`src/rtl/servo_axis_ctrl.sv`:
```
// ---------------------------------------------------------------------------
// servo_axis_ctrl
//   N-channel servo controller. Once per PWM frame every channel latches a
//   target from either the memory or the accelerometer bus, clamps it to
//   POS_MAX, moves its current position toward it, and drives a framed PWM
//   whose high time is MIN_DC + pos*DC_PER_LSB cycles.
//
//   Build option: SERVO_SLEW_EN
//     defined   -> position moves at most STEP per frame toward the target
//     undefined -> position jumps to the target at every frame boundary
//
// Ports
//   clk           in   system clock
//   rst           in   asynchronous active-high reset
//   enable        in   1 = run frames, 0 = hold (counter parked at 0, PWM low)
//   select_source in   1 = pos_accel, 0 = pos_mem (sampled at frame wrap)
//   pos_mem       in   N_CH*POS_W memory targets, channel i at [i*POS_W +: POS_W]
//   pos_accel     in   N_CH*POS_W accelerometer targets, same packing
//   pwm_out       out  N_CH servo PWM bits
//   pos_cur       out  N_CH*POS_W current positions, same packing
//   frame_tick    out  one-cycle pulse on the cycle a new frame starts
//   at_target     out  1 when every channel sits on its latched target
// ---------------------------------------------------------------------------
module servo_axis_ctrl #(
    parameter int N_CH       = 3,
    parameter int POS_W      = 10,
    parameter int POS_MAX    = 1000,
    parameter int POS_RST    = 500,
    parameter int PERIOD     = 1_000_000,
    parameter int MIN_DC     = 25_000,
    parameter int DC_PER_LSB = 100,
    parameter int STEP       = 10
) (
    input  logic                   clk,
    input  logic                   rst,
    input  logic                   enable,
    input  logic                   select_source,
    input  logic [N_CH*POS_W-1:0]  pos_mem,
    input  logic [N_CH*POS_W-1:0]  pos_accel,
    output logic [N_CH-1:0]        pwm_out,
    output logic [N_CH*POS_W-1:0]  pos_cur,
    output logic                   frame_tick,
    output logic                   at_target
);

    localparam int CNT_W  = (PERIOD > 1) ? $clog2(PERIOD) : 1;
    // Wide enough to hold PERIOD itself, the largest legal duty.
    localparam int DUTY_W = $clog2(PERIOD + 1);
    localparam int DIFF_W = POS_W + 1;

    localparam logic [CNT_W-1:0]         CNT_LAST = CNT_W'(PERIOD - 1);
    localparam logic [POS_W-1:0]         POS_MAX_V = POS_W'(POS_MAX);
    localparam logic [POS_W-1:0]         POS_RST_V = POS_W'(POS_RST);
    localparam logic [DUTY_W-1:0]        MIN_DC_V  = DUTY_W'(MIN_DC);
    localparam logic [DUTY_W-1:0]        DC_LSB_V  = DUTY_W'(DC_PER_LSB);
`ifdef SERVO_SLEW_EN
    localparam logic [POS_W-1:0]         STEP_P    = POS_W'(STEP);
    localparam logic signed [DIFF_W-1:0] STEP_D    = DIFF_W'(STEP);
`endif

    logic [CNT_W-1:0]  cnt;
    logic              wrap;
    logic [POS_W-1:0]  pos_r   [N_CH];
    logic [POS_W-1:0]  src_sel [N_CH];
    logic [POS_W-1:0]  tgt_nx  [N_CH];
    logic [POS_W-1:0]  pos_nx  [N_CH];
    logic [DUTY_W-1:0] duty    [N_CH];
    logic signed [DIFF_W-1:0] diff [N_CH];
    logic              all_match;

    assign wrap = enable && (cnt == CNT_LAST);

    // Next-frame target/position for every channel. The latched target is
    // only observable through at_target, which is registered on the same
    // wrap edge from these values, so it is not kept as separate state.
    always_comb begin
        // NOTE: every combinational output gets a default first so no path
        // leaves it unassigned and no latch is inferred.
        all_match = 1'b1;
        for (int i = 0; i < N_CH; i++) begin
            src_sel[i] = select_source ? pos_accel[i*POS_W +: POS_W]
                                       : pos_mem[i*POS_W +: POS_W];
            tgt_nx[i]  = (src_sel[i] > POS_MAX_V) ? POS_MAX_V : src_sel[i];
            // Unsigned operands zero-extended by one bit so the difference
            // keeps its sign without wrapping.
            diff[i]    = signed'({1'b0, tgt_nx[i]}) - signed'({1'b0, pos_r[i]});
`ifdef SERVO_SLEW_EN
            if (diff[i] > STEP_D) begin
                pos_nx[i] = pos_r[i] + STEP_P;
            end else if (diff[i] < -STEP_D) begin
                pos_nx[i] = pos_r[i] - STEP_P;
            end else begin
                pos_nx[i] = tgt_nx[i];
            end
`else
            pos_nx[i] = tgt_nx[i];
`endif
            duty[i]   = MIN_DC_V + DUTY_W'(pos_r[i]) * DC_LSB_V;
            all_match = all_match && (pos_nx[i] == tgt_nx[i]);
            pos_cur[i*POS_W +: POS_W] = pos_r[i];
        end
    end

    // NOTE: the position array is reset explicitly because it is control
    // state that must restart at centre, not a data memory.
    always_ff @(posedge clk or posedge rst) begin
        if (rst) begin
            cnt        <= '0;
            pwm_out    <= '0;
            frame_tick <= 1'b0;
            at_target  <= 1'b0;
            for (int i = 0; i < N_CH; i++) begin
                pos_r[i] <= POS_RST_V;
            end
        end else if (!enable) begin
            // Hold: counter parked so re-enable starts a full frame.
            cnt        <= '0;
            pwm_out    <= '0;
            frame_tick <= 1'b0;
        end else begin
            // NOTE: non-blocking assignments so every register samples the
            // pre-edge values regardless of statement order.
            cnt        <= wrap ? '0 : cnt + 1'b1;
            frame_tick <= wrap;
            // Compare uses the position that is current during this cycle;
            // at the wrap edge cnt is PERIOD-1, so the new position first
            // applies to the cnt=0 compare of the next frame.
            for (int i = 0; i < N_CH; i++) begin
                pwm_out[i] <= (DUTY_W'(cnt) < duty[i]);
            end
            if (wrap) begin
                at_target <= all_match;
                for (int i = 0; i < N_CH; i++) begin
                    pos_r[i] <= pos_nx[i];
                end
            end
        end
    end

endmodule

```
`config.mk`:
```
export PLATFORM = sky130hd
export DESIGN_NAME = servo_axis_ctrl
export DESIGN_NICKNAME = d
export VERILOG_FILES = /design/src/rtl/servo_axis_ctrl.sv
export SDC_FILE = /design/constraint.sdc
export NUM_CORES = 1
export LEC_CHECK = 0
export ABC_AREA = 1
export BUFFER_PORTS_ARGS = -buffer_cell sky130_fd_sc_hd__buf_4
export CORE_UTILIZATION = 58
export CTS_CLUSTER_DIAMETER = 150
export DETAILED_ROUTE_END_ITERATION = 8
export GPL_TIMING_DRIVEN = 0
export PLACE_DENSITY = 0.8
export SYNTH_ARGS = -nofsm -noshare
export SYNTH_HDL_FRONTEND = slang
export SYNTH_SLANG_ARGS = --single-unit
```
`constraint.sdc`:
```
create_clock -name clk -period 4.5 [get_ports clk]
set_clock_uncertainty 0.1 [all_clocks]
set_input_delay 0.45 -clock clk [delete_from_list [all_inputs] [get_ports clk]]
set_output_delay 0.45 -clock clk [all_outputs]
set_load 0.005 [all_outputs]
```
== Word level (Yosys, flattened, before mapping) ==
Index checks and enable logic that the tools add are counted.

* Flip-flop bits (word level): 55
* Bits of input ports: 64
* Output and inout bits: 35
* Logic and storage cells: 33

* $add $sub $neg: 4
* Multipliers: 3
* $lt $le $gt $ge: 6
* Equality and inequality tests: 1
* Mux-type cells: 10
* Reductions and logical operators: 2

{| class="wikitable"
|+ Operators with widths
! operator !! count
|-
| $lt A20 B18 Y1 || 3
|-
| $mux W10 || 6
|-
| $add A15 B17 Y18 const A || 3
|-
| $mul A10 B5 Y15 const B || 3
|-
| $mux W20 || 2
|-
| $gt A10 B10 Y1 const B || 3
|-
| $add A20 B1 Y20 const B || 1
|-
| $eq A20 B20 Y1 const B || 1
|-
| $mux W3 || 1
|-
| $reduce_and A2 Y1 || 1
|-
| $logic_and A1 B1 Y1 || 1
|-
| $mux W1 || 1
|}

== Longest topological paths before layout ==
* Word-level depth: 4
* Mapped depth: 26
* Depth with buffers taken out: 26

== Worst setup path before layout ==
Ideal clock, no wire load.

* Path type: reg2reg
* Start: reg pos_r, in the netlist pos_cur[4]
* End: reg pwm_out[0]
* Library setup time: 0.124 ns
* Data arrival time: 3.611 ns
* Data required time: 4.276 ns
* Setup slack: 0.665 ns
* Cell stages (with the launch flop): 23
* Clock period less this slack: 3.835 ns
* Path through: dfstp_2 > ha_1 > ha_1 > inv_1 > fa_1 > inv_1 > ha_1 > nand2_1 > nand2_1 > inv_1 > nand2_1 > nand2_1 > nand2_1 > nor2_1 > nand3_1 > nand2_1 > nand3_1 > ha_1 > nand3_1 > nor3_1 > o2111ai_1 > nand3_1 > nor2_1

* Longest elaborated chain between the ends: 4

{| class="wikitable"
|+ Ends and longest elaborated chain
! element !! line !! text
|-
| from (decl) || 63 || <nowiki>logic [POS_W-1:0] pos_r [N_CH];</nowiki>
|-
| from (signal, indexed assignment) || 134 || <nowiki>pos_r[i] <= pos_nx[i];</nowiki>
|-
| $mul A10 B5 Y15 || 98 || <nowiki>duty[i] = MIN_DC_V + DUTY_W'(pos_r[i]) * DC_LSB_V;</nowiki>
|-
| $add A15 B17 Y18 || 98 ||
|-
| $lt A20 B18 Y1 || 129 || <nowiki>pwm_out[i] <= (DUTY_W'(cnt) < duty[i]);</nowiki>
|-
| $mux W3 || 115 || <nowiki>end else if (!enable) begin</nowiki>
|-
| to (signal, indexed assignment) || 129 ||
|-
| to (decl) || 40 || <nowiki>output logic [N_CH-1:0] pwm_out,</nowiki>
|}

Every way passes these cells.
A chain may end at the register's enable or synchronous reset.

== Worst setup path in the final report ==
* Start: reg pos_r, in the netlist pos_cur[24]
* End: reg pwm_out[2]

Same word-level chain as after synthesis.

==> impl_metrics.json <==
{
  "hp-class": "in -> async",
  "crit_fanout": 6,
  "ir_drop_v": 0.0001339,
  "drtPass1Iterations": 5,
  "grt_pass1_vias": 6907,
  "post-route-min-period_ns": 4.173,
  "antenna_found_initial": 0,
  "avgSynthCellArea_um2": 7.021,
  "final_common_cell": "nand2_1",
  "dr.first_iter.drc_count": 342,
  "finalHoldViolCount": 13,
  "core-area_mm2": 0.01277,
  "critPathMostFrequentCell": "nand2_1",
  "ys_types": 47,
  "max_stage_delay_ns": 0.58,
  "synth-compound-area-share": 0.08511,
  "synth-simple-area-share": 0.3069,
  "numCtsBuffers": 5,
  "gp_congestion": 0.8801,
  "vias": 7236,
  "synth_top_family_by_area": "simple AND/OR/NAND/NOR gates",
  "grt_setup_unrepaired": "yes",
  "io_pins": 99,
  "syn2layout_area_growth_pct": 17.15,
  "grt_max_degree": 43,
  "cp.required_ns": 4.59,
  "p_leak_nw": 5.209,
  "htree_levels": 2,
  "cts_tree": "done",
  "antenna-diode-count": 0,
  "dp_worst_setup_slack_ns": 0.2223,
  "rows": 41,
  "grt_overflow": 0,
  "worstSetupPathType": "reg -> reg",
  "start_util": 0.6007,
  "portBuffers": 98,
  "cp.arrival_ns": 4.26,
  "setup_violations": 0,
  "die_width_um": 117.0,
  "grt_pass1_wl_mm": 30.28,
  "cts_buffer_depth": 2,
  "p_per_area_mw_per_mm2": 114.2,
  "max_cap_viol_count": 0,
  "fin_ws_ns": 0.3274,
  "yosys_warnings": 0,
  "syn_inst": 1093,
  "clock-sinks": 55,
  "endpoint_kind": "flop",
  "fill_cells": 1059,
  "nNetsFinal": 1445,
  "detailed_place_hpwl_mm": 14.64,
  "synth-xor-area-share": 0.03538,
  "clk_pin_slew_ns": 0.08,
  "ant_nets": 0,
  "clock_latency_ns": 0.31,
  "maxSlewHeadroom": 0.4837,
  "violations": "hold timing",
  "ys_ff_latch": 55,
  "synth_fa_ha_area_frac": 0.2821,
  "grt_use_total": 0.2834,
  "die_area_mm2": 0.01369,
  "syn_area_mm2": 0.007674,
  "seq_area_frac_synth": 0.1823,
  "drv_slew": 0,
  "whs_ns": -0.01407,
  "floorplan.die.height_um": 117.0,
  "wire_per_inst_um": 13.13,
  "crit_buf_inv": 3,
  "final_cell_mix": "324 x nand2_1, 166 x inv_1, 144 x ha_1",
  "period_share": 0.9273,
  "synthMuxAreaShare": 0.009131,
  "start_kind": "flop",
  "drive_above_1_share": 0.1741,
  "drc_errors": 0,
  "critical_path.top_delay_family": "adder cells",
  "vias_per_cell": 5.206,
  "cts_root_buf": "clkbuf_16",
  "crit_chain": "ha_1 > ha_1 > inv_1 > fa_1 > inv_1 > ha_2 > nand2_1 > nand2_1 > inv_1 > nand2_1 > nand2_1 > nand2_1 > nor2_2 > nand3_1 > nand2_1 > nand2_1 > nand2_1 > nand2_1 > ha_1 > nand3_1 > nor3_2 > o2111ai_1 > nand3_1 > nor2_1",
  "status": "finished, violations left",
  "fmax_mhz": 239.7,
  "critPathSlowestCell": "dfstp_2",
  "syn_nets": 1321,
  "worstMarginPinSlew_ns": 0.7745,
  "routed_wl_mm": 18.25
}
-- routing by layer --
| layer | routed length [um] | GRT usage | share of wire |
|---|---|---|---|
| met4 | 393 | 0.09620 | 0.022 |
| met1 | 8176 | 0.3395 | 0.45 |
| met3 | 870 | 0.05149 | 0.048 |
| met5 | 0 | 0 | 0 |
| met2 | 8813 | 0.5105 | 0.48 |
-- cell families after synthesis --
logic type / after synthesis
simple gates: 537
buf+inv: 188
fa+ha+maj: 164
compound gates: 111
flops: 55
xor+xnor: 31
mux: 7
-- final timing paths --
kind,cells after the start,to,start,slack (ns)
worst max-delay path,24,pwm_out[2],pos_cur[24],0.33
worst min-delay path,2,cnt[18],rst,-0.01
worst max register to register,24,pwm_out[2],pos_cur[24],0.33
worst min register to register,1,cnt[0],cnt[0],0.37
max in group asynchronous,3,pos_cur[17],rst,3.71
min in group clk,3,pos_cur[25],pos_mem[25],0.35
-- layout make-up --
cell class	count	area (um2)	area share
Buffer	12	100.1	0.01113
Clock buffer	5	125.1	0.01392
Clock inverter	3	22.52	0.002505
Inverter	176	660.6	0.07349
Multi-Input combinational cell	850	5577	0.6203
Sequential cell	55	1399	0.1556
Tap cell	172	215.2	0.02394
Timing Repair Buffer	117	890.9	0.09910
-- sequential cells by signal (all words and copies together) (netlist names) --
signal	cells
pos_cur	30
cnt	20
pwm_out	3
at_target	1
frame_tick	1
-- cells in the mapped netlist, drive strengths merged --
| cell type | instances | area [um2] |
|---|---|---|
| dfrtp | 37 | 925.9 |
| a21o | 6 | 45.04 |
| clkinv | 1 | 3.750 |
| nand3b | 7 | 52.55 |
| fa | 15 | 300.3 |
| nand4 | 13 | 87.58 |
| nor4 | 1 | 6.260 |
| nor2 | 74 | 307.8 |
| or2 | 4 | 25.02 |
| o31ai | 1 | 12.51 |
| a211oi | 1 | 7.510 |
| clkbuf | 2 | 7.510 |
| xor2 | 21 | 183.9 |
| o21a | 1 | 7.510 |
| and2 | 2 | 12.51 |
| xnor2 | 10 | 87.58 |
| nor3 | 20 | 131.4 |
| a21oi | 48 | 251.5 |
| a31oi | 5 | 31.28 |
| a22o | 4 | 35.03 |
| ha | 149 | 1864 |
| nor3b | 2 | 15.01 |
| o21ai | 32 | 160.2 |
| nand3 | 80 | 437.9 |
| mux2i | 7 | 70.07 |
| buf | 10 | 92.59 |
| dfstp | 18 | 473.0 |
| inv | 175 | 656.9 |
| o2111ai | 3 | 26.28 |
| o211ai | 3 | 22.52 |
| a21boi | 6 | 45.04 |
| a311oi | 1 | 8.760 |
| nand2 | 334 | 1279 |
-- metrics by stage --
step / std cells / power [mW] / setup TNS, ns / cell area (um2) / util
after floorplan: 1093 / 0.5635 / 0 / 7674 / -
after global placement: 1363 / 0.6214 / 0 / 8625 / 0.6752
after detailed placement: 1364 / 0.6257 / 0 / 8645 / 0.6768
after CTS: 1372 / 1.031 / 0 / 8792 / 0.6883
after global routing: 1390 / 1.068 / -0.01017 / 8990 / 0.7038
final: 1390 / 1.026 / 0 / 8990 / 0.7038
-- what timing repair did --
action	in CTS	in global routing
resized for setup	0	12
hold buffers	0	0
buffers inserted	0	18
setup endpoints to repair	0	3
-- where the power goes --
group	switching [mW]	total, mW	internal (mW)
clock	0.201	0.410	0.209
combinational	0.0566	0.116	0.0590
sequential	0.00222	0.500	0.498
total	0.260	1.03	0.766
Power figures use the tool's default switching activity.
